[config.mk]
export PLATFORM = sky130hd
export DESIGN_NAME = aes_dec_ctrl_flat
export DESIGN_NICKNAME = d
export VERILOG_FILES = /design/src/rtl/aes_pkg.sv /design/src/rtl/aes_dec_ctrl_if.sv /design/src/rtl/aes_dec_ctrl.sv /design/src/flat_wrapper.sv
export SDC_FILE = /design/constraint.sdc
export NUM_CORES = 1
export LEC_CHECK = 0
export CELL_PAD_IN_SITES_DETAIL_PLACEMENT = 1
export CELL_PAD_IN_SITES_GLOBAL_PLACEMENT = 2
export CORE_ASPECT_RATIO = 0.8
export CORE_MARGIN = 2
export CORE_UTILIZATION = 12
export DETAILED_ROUTE_END_ITERATION = 8
export HOLD_SLACK_MARGIN = 0.05
export MAX_ROUTING_LAYER = met4
export PLACE_DENSITY = 0.8
export SYNTH_ARGS = -nofsm -noshare
export SYNTH_HDL_FRONTEND = slang
export SYNTH_SLANG_ARGS = --single-unit
[constraint.sdc]
create_clock -name CLK -period 2.56 [get_ports CLK]
set_clock_uncertainty 0.1 [all_clocks]
set_input_delay 0.768 -clock CLK [delete_from_list [all_inputs] [get_ports CLK]]
set_output_delay 0.768 -clock CLK [all_outputs]
set_load 0.01 [all_outputs]
[src/rtl/aes_pkg.sv]
// Shared types and constants for the AES-128 decryption control path.
// Output decode for the round sequencer lives here so datapath-side code can reuse it.
package aes_pkg;

    localparam int unsigned AES_NR    = 10;
    localparam int unsigned AES_NCOL  = 4;
    localparam int unsigned AES_KEY_W = 128;
    localparam int unsigned AES_RND_W = 4;
    localparam int unsigned AES_COL_W = 2;
    localparam int unsigned AES_OP_W  = 3;

    typedef enum logic [AES_OP_W-1:0] {
        OP_NOP = 3'd0,
        OP_ARK = 3'd1,
        OP_ISR = 3'd2,
        OP_ISB = 3'd3,
        OP_IMC = 3'd4
    } aes_op_t;

    typedef enum logic [3:0] {
        ST_IDLE, ST_KEYREQ, ST_KEYWAIT, ST_LOAD, ST_ARK0,
        ST_ISR, ST_ISB, ST_ARK, ST_IMC, ST_DONE
    } aes_ctrl_state_t;

    typedef struct packed {
        logic                 key_exp_start;
        logic                 msg_ld;
        logic                 state_ld;
        aes_op_t              op_sel;
        logic [AES_RND_W-1:0] round;
        logic [AES_COL_W-1:0] col_sel;
        logic                 busy;
        logic                 done;
    } aes_ctrl_out_t;

    // Moore output decode of a sequencer state and its round/column registers.
    function automatic aes_ctrl_out_t aes_ctrl_decode(
        input aes_ctrl_state_t      st,
        input logic [AES_RND_W-1:0] rnd,
        input logic [AES_COL_W-1:0] col
    );
        aes_ctrl_out_t o;
        o      = '0;
        o.busy = (st != ST_IDLE) && (st != ST_DONE);
        if (o.busy) o.round = rnd;
        case (st)
            ST_KEYREQ: o.key_exp_start = 1'b1;
            ST_LOAD:   o.msg_ld        = 1'b1;
            ST_ARK0, ST_ARK: begin
                o.state_ld = 1'b1;
                o.op_sel   = OP_ARK;
            end
            ST_ISR: begin
                o.state_ld = 1'b1;
                o.op_sel   = OP_ISR;
            end
            ST_ISB: begin
                o.state_ld = 1'b1;
                o.op_sel   = OP_ISB;
            end
            ST_IMC: begin
                o.state_ld = 1'b1;
                o.op_sel   = OP_IMC;
                o.col_sel  = col;
            end
            ST_DONE:   o.done = 1'b1;
            default:   ;
        endcase
        return o;
    endfunction

endpackage

[src/rtl/aes_dec_ctrl_if.sv]
// Handshake and control bus between the decrypt sequencer, the top-level
// requester, the key schedule and the AES datapath.
interface aes_dec_ctrl_if;
    import aes_pkg::*;

    logic                 AES_START;
    logic [AES_KEY_W-1:0] AES_KEY;
    logic                 KEY_EXP_DONE;
    logic                 KEY_EXP_START;
    logic                 MSG_LD;
    logic                 STATE_LD;
    aes_op_t              OP_SEL;
    logic [AES_RND_W-1:0] ROUND;
    logic [AES_COL_W-1:0] COL_SEL;
    logic                 BUSY;
    logic                 AES_DONE;

    modport master (
        output AES_START, AES_KEY, KEY_EXP_DONE,
        input  KEY_EXP_START, MSG_LD, STATE_LD, OP_SEL, ROUND, COL_SEL, BUSY, AES_DONE
    );

    modport slave (
        input  AES_START, AES_KEY, KEY_EXP_DONE,
        output KEY_EXP_START, MSG_LD, STATE_LD, OP_SEL, ROUND, COL_SEL, BUSY, AES_DONE
    );

endinterface

[src/rtl/aes_dec_ctrl.sv]
// AES-128 decryption round sequencer: key request, state load, then 10 inverse rounds.
// Optional key cache under AES_DEC_CTRL_KEY_CACHE_EN skips re-expansion of an unchanged key.
module aes_dec_ctrl
    import aes_pkg::*;
(
    input  logic           CLK,
    input  logic           RESET,
    aes_dec_ctrl_if.slave  bus
);

    aes_ctrl_state_t      state_q, state_d;
    logic [AES_RND_W-1:0] rnd_q, rnd_d;
    logic [AES_COL_W-1:0] col_q, col_d;
    aes_ctrl_out_t        out_q, out_d;
    logic                 key_hit;

`ifdef AES_DEC_CTRL_KEY_CACHE_EN
    logic [AES_KEY_W-1:0] key_q, key_d;
    logic                 key_vld_q, key_vld_d;

    assign key_hit = key_vld_q && (bus.AES_KEY == key_q);

    // Capture the key being expanded; it becomes valid once expansion completes.
    always_comb begin
        key_d     = key_q;
        key_vld_d = key_vld_q;
        if (state_q == ST_KEYREQ) begin
            key_d     = bus.AES_KEY;
            key_vld_d = 1'b0;
        end else if ((state_q == ST_KEYWAIT) && bus.KEY_EXP_DONE) begin
            key_vld_d = 1'b1;
        end
    end

    always_ff @(posedge CLK or posedge RESET) begin
        if (RESET) begin
            key_q     <= '0;
            key_vld_q <= 1'b0;
        end else begin
            key_q     <= key_d;
            key_vld_q <= key_vld_d;
        end
    end
`else
    logic unused_key;
    assign unused_key = ^bus.AES_KEY;
    assign key_hit    = 1'b0;
`endif

    always_comb begin
        state_d = state_q;
        rnd_d   = rnd_q;
        col_d   = col_q;
        case (state_q)
            ST_IDLE:    if (bus.AES_START) state_d = key_hit ? ST_LOAD : ST_KEYREQ;
            ST_KEYREQ:  state_d = ST_KEYWAIT;
            ST_KEYWAIT: if (bus.KEY_EXP_DONE) state_d = ST_LOAD;
            ST_LOAD: begin
                rnd_d   = AES_RND_W'(AES_NR);
                state_d = ST_ARK0;
            end
            ST_ARK0: begin
                rnd_d   = AES_RND_W'(AES_NR - 1);
                state_d = ST_ISR;
            end
            ST_ISR:     state_d = ST_ISB;
            ST_ISB:     state_d = ST_ARK;
            ST_ARK: begin
                if (rnd_q == '0) begin
                    state_d = ST_DONE;
                end else begin
                    col_d   = '0;
                    state_d = ST_IMC;
                end
            end
            // One InvMixColumns pass per column, then on to the next lower round.
            ST_IMC: begin
                if (col_q == AES_COL_W'(AES_NCOL - 1)) begin
                    col_d   = '0;
                    rnd_d   = (rnd_q != '0) ? rnd_q - AES_RND_W'(1) : '0;
                    state_d = ST_ISR;
                end else begin
                    col_d   = col_q + AES_COL_W'(1);
                end
            end
            ST_DONE:    if (!bus.AES_START) state_d = ST_IDLE;
            default:    state_d = ST_IDLE;
        endcase
        out_d = aes_ctrl_decode(state_d, rnd_d, col_d);
    end

    always_ff @(posedge CLK or posedge RESET) begin
        if (RESET) begin
            state_q <= ST_IDLE;
            rnd_q   <= '0;
            col_q   <= '0;
            out_q   <= '0;
        end else begin
            state_q <= state_d;
            rnd_q   <= rnd_d;
            col_q   <= col_d;
            out_q   <= out_d;
        end
    end

    assign bus.KEY_EXP_START = out_q.key_exp_start;
    assign bus.MSG_LD        = out_q.msg_ld;
    assign bus.STATE_LD      = out_q.state_ld;
    assign bus.OP_SEL        = out_q.op_sel;
    assign bus.ROUND         = out_q.round;
    assign bus.COL_SEL       = out_q.col_sel;
    assign bus.BUSY          = out_q.busy;
    assign bus.AES_DONE      = out_q.done;

endmodule
[src/flat_wrapper.sv]
// flat-port wrapper written by rule: the top's interface ports become plain ports
module aes_dec_ctrl_flat import aes_pkg::*;
  (CLK, RESET, bus_AES_START, bus_AES_KEY, bus_KEY_EXP_DONE, bus_KEY_EXP_START, bus_MSG_LD, bus_STATE_LD, bus_OP_SEL, bus_ROUND, bus_COL_SEL, bus_BUSY, bus_AES_DONE);
  aes_dec_ctrl_if bus_i ();
  input  logic CLK;
  input  logic RESET;
  input wire logic [$bits(bus_i.AES_START)-1:0] bus_AES_START;
  input wire logic [$bits(bus_i.AES_KEY)-1:0] bus_AES_KEY;
  input wire logic [$bits(bus_i.KEY_EXP_DONE)-1:0] bus_KEY_EXP_DONE;
  output wire logic [$bits(bus_i.KEY_EXP_START)-1:0] bus_KEY_EXP_START;
  output wire logic [$bits(bus_i.MSG_LD)-1:0] bus_MSG_LD;
  output wire logic [$bits(bus_i.STATE_LD)-1:0] bus_STATE_LD;
  output wire logic [$bits(bus_i.OP_SEL)-1:0] bus_OP_SEL;
  output wire logic [$bits(bus_i.ROUND)-1:0] bus_ROUND;
  output wire logic [$bits(bus_i.COL_SEL)-1:0] bus_COL_SEL;
  output wire logic [$bits(bus_i.BUSY)-1:0] bus_BUSY;
  output wire logic [$bits(bus_i.AES_DONE)-1:0] bus_AES_DONE;
  assign bus_i.AES_START = bus_AES_START;
  assign bus_i.AES_KEY = bus_AES_KEY;
  assign bus_i.KEY_EXP_DONE = bus_KEY_EXP_DONE;
  assign bus_KEY_EXP_START = bus_i.KEY_EXP_START;
  assign bus_MSG_LD = bus_i.MSG_LD;
  assign bus_STATE_LD = bus_i.STATE_LD;
  assign bus_OP_SEL = bus_i.OP_SEL;
  assign bus_ROUND = bus_i.ROUND;
  assign bus_COL_SEL = bus_i.COL_SEL;
  assign bus_BUSY = bus_i.BUSY;
  assign bus_AES_DONE = bus_i.AES_DONE;
  aes_dec_ctrl u_core (.CLK(CLK), .RESET(RESET), .bus(bus_i));
endmodule
==> results.sh <==
export IMPL_grt_pass1_wl_mm=4.94
export IMPL_hpwl_mm=2.14
export IMPL_cts_max_path_buffers=2
export IMPL_cts_resized=0
export IMPL_first_pass_iters=3
export IMPL_cp_common_cell="a2111oi_2"
export IMPL_root_buffer="clkbuf_16"
export IMPL_portBuffers=17
export IMPL_fin_util_pct=17.1
export IMPL_ys_ff_latch=24
export IMPL_die_w_um=115
export IMPL_syn2layout_area_growth_pct=39.6
export IMPL_totalWireLength_mm=3.00
export IMPL_detail_route_antenna_nets=0
export IMPL_totalPowerFinal_mw=2.01
export IMPL_synth_edf_count=0
export IMPL_die_y_um=92.6
export IMPL_grt_max_degree=25
export IMPL_clock_sinks=24
export IMPL_path_cells="clkdlybuf4s50_1 > nor3_2 > a2111oi_2 > or3_4 > nor4_4 > buf_4 > a2111oi_2"
export IMPL_wire_per_inst_um=12.1
export IMPL_avgSynthCellArea_um2=11.0
export IMPL_cp_top_family="buffers and inverters"
export IMPL_first_global_vias=946
export IMPL_async_reset_ff_share_pct=100
export IMPL_synth_seq_area_share_pct=51.0
export IMPL_relSlewSlack_pct=64.3
export IMPL_status="complete, no violations"
export IMPL_cts_hold_buf=0
export IMPL_hold_path_class="flip-flop to flip-flop"
export IMPL_drive_above_1_share_pct=16.9
export IMPL_remaining_drc_errors=0
export IMPL_die_area_um2=10600
export IMPL_core_rowCount=32
export IMPL_core_area_um2=9610
export IMPL_worstPathArrival_ns=2.49
export IMPL_syn_num_nets=241
export IMPL_cts_buffers=3
export IMPL_cts_tree="done"
export IMPL_synth_area_um2=1180
export IMPL_setup_viol=0
export IMPL_fin_crit_ns=2.45
export IMPL_worstSetupStartpointType="primary input"
export IMPL_tightest_slew_ns=0.535
export IMPL_yosysUniqueCellTypes=42
export IMPL_critPathKind="primary input to flip-flop"
export IMPL_gp_congestion=0.743
export IMPL_drtIter0Drc=41
export IMPL_syn_inst=107
export IMPL_fmax_mhz=408
export IMPL_ys_warn_count=0
export IMPL_nets=265
export IMPL_grt_ovfl_total=0
export IMPL_final_max_slew_viol_count=0
export IMPL_antenna_cells=0
export IMPL_grtUsageTotal_pct=6.00
export IMPL_rsz0062_at_grt="false"
export IMPL_post_cts_buffers=0
export IMPL_ctsHtreeMaxLevel=1
export IMPL_p_leak_nw=0.665
export IMPL_insertion_delay_ns=0.26
export IMPL_peakVddDrop_mv=0.350
export IMPL_clk_pin_slew_ns=0.06
export IMPL_synthFlopType="dfrtp_1"
export IMPL_vias=881
export IMPL_via_per_inst=3.54
export IMPL_endpoint_kind="flip-flop"
export IMPL_critical_path_buf_inv_count=2
export IMPL_max_stage_delay_ns=0.55
export IMPL_maxCapViolCount=0
export IMPL_power_density_nw_per_um2=1220
export IMPL_hold_violations=0
export IMPL_slowest_stage="clkdlybuf4s50_1"
export IMPL_worstPathRequired_ns=2.60
export IMPL_ioPinCount=146
export IMPL_path_max_fanout=5
export IMPL_antenna_found_initial=0
export IMPL_finalCritPeriodShare_pct=95.7
export IMPL_start_util_pct=12.3
-- state kept, by name (all words and copies together), names as in the netlist --
name	cells
u_core.bus.ROUND	4
u_core.rnd_q	4
u_core.state_q	4
u_core.bus.OP_SEL	3
u_core.bus.COL_SEL	2
u_core.col_q	2
u_core.bus.AES_DONE	1
u_core.bus.BUSY	1
u_core.bus.KEY_EXP_START	1
u_core.bus.MSG_LD	1
u_core.bus.STATE_LD	1
-- cells in the final DEF (no fill, tap or decap), drive strengths merged, types with 2 or more instances in the layout --
master,n
a21o,3
nand4bb,2
nand3b,5
ha,2
nor3b,6
o21ai,7
a21oi,5
nor3,2
nand3,2
nand2,5
dfrtp,24
clkdlybuf4s50,17
buf,7
nor4b,2
nor2b,2
clkbuf,3
nand2b,4
inv,6
nor2,6
a2111oi,2
-- final cells by class --
class                      count  area, µm²
multi-input combinational     71        542
fill                        1104       7960
tap                          119        149
sequential                    24        601
clock buffer                   3       75.1
timing repair buffer          24        223
clock inverter                 1       30.0
inverter                       7       26.3
-- metrics by stage --
step | TNS (ns) | hold WS, ns | std cells | instance area (µm²) | setup WS (ns)
6_report | 0 | 0.390 | 249 | 1650 | 0.109
5_1_grt | 0 | 0.412 | 249 | 1650 | 0.0417
4_1_cts | 0 | 0.396 | 249 | 1630 | 0.00744
3_5_place_dp | -1.04 | 0.387 | 245 | 1530 | -0.244
3_3_place_gp | -0.556 | 0.379 | 245 | 1530 | -0.191
2_1_floorplan | 0 | 0.348 | 107 | 1180 | 0.473
-- where the power goes --
part / switching [mW] / internal [mW] / total [mW]
logic: 0.458 / 0.455 / 0.913
registers: 0.153 / 0.503 / 0.656
clock network: 0.131 / 0.311 / 0.442
total: 0.741 / 1.27 / 2.01
-- cells by family (layout without fill, tap and decap cells) --
group                      Yosys count  in the layout  synth area share, %
and+or+nand+nor                     45             45                 28.2
buffers and inverters               12             35                 4.03
xor gates and xnor gates             1              1                0.743
adders and majority gates            2              2                 2.12
AOI/OAI and AO/OA                   23             23                 13.9
DFF                                 24             24                 51.0
-- per-layer routing --
layer | global-route usage, % | up-vias | share of wire (%)
met4 | 0.904 | 0 | 0.77
li1 | - | 429 | -
met5 | - | - | 0
met1 | 8.50 | 438 | 50
met2 | 8.83 | 12 | 46
met3 | 1.51 | 2 | 2.8
-- path summary, 6_finish.rpt --
| path | end | cells past startpoint | slack (ns) | start |
|---|---|---|---|---|
| max | u_core.bus.ROUND[1]$_DFF_PP0_ | 7 | 0.11 | bus_AES_START |
| min | u_core.bus.COL_SEL[0]$_DFF_PP0_ | 1 | 0.39 | u_core.col_q[0]$_DFF_PP0_ |
| max reg2reg | u_core.bus.ROUND[1]$_DFF_PP0_ | 6 | 0.29 | u_core.state_q[2]$_DFF_PP0_ |
| min reg2reg | u_core.bus.COL_SEL[0]$_DFF_PP0_ | 1 | 0.39 | u_core.col_q[0]$_DFF_PP0_ |
| max in group asynchronous | u_core.bus.MSG_LD$_DFF_PP0_ | 3 | 1.35 | RESET |
| min in group asynchronous | u_core.col_q[1]$_DFF_PP0_ | 3 | 0.77 | RESET |
-- synth_stat cells (all sizes together) (2+ instances only) --
cell,number,area share (%)
a21oi,5,2.1
nor2,6,2.1
o21ai,7,3.0
clkbuf,2,0.64
nor3,2,0.85
nor3b,6,3.8
a2111oi,2,2.0
nand3,2,0.85
nor4b,2,2.8
nand3b,5,3.2
nand2,5,1.6
ha,2,2.1
a21o,3,1.9
buf,3,1.2
nand2b,4,2.1
nor2b,2,1.1
dfrtp,24,51
nand4bb,2,1.9
inv,6,1.9
Note: power is estimated with default switching activity, not from simulation.
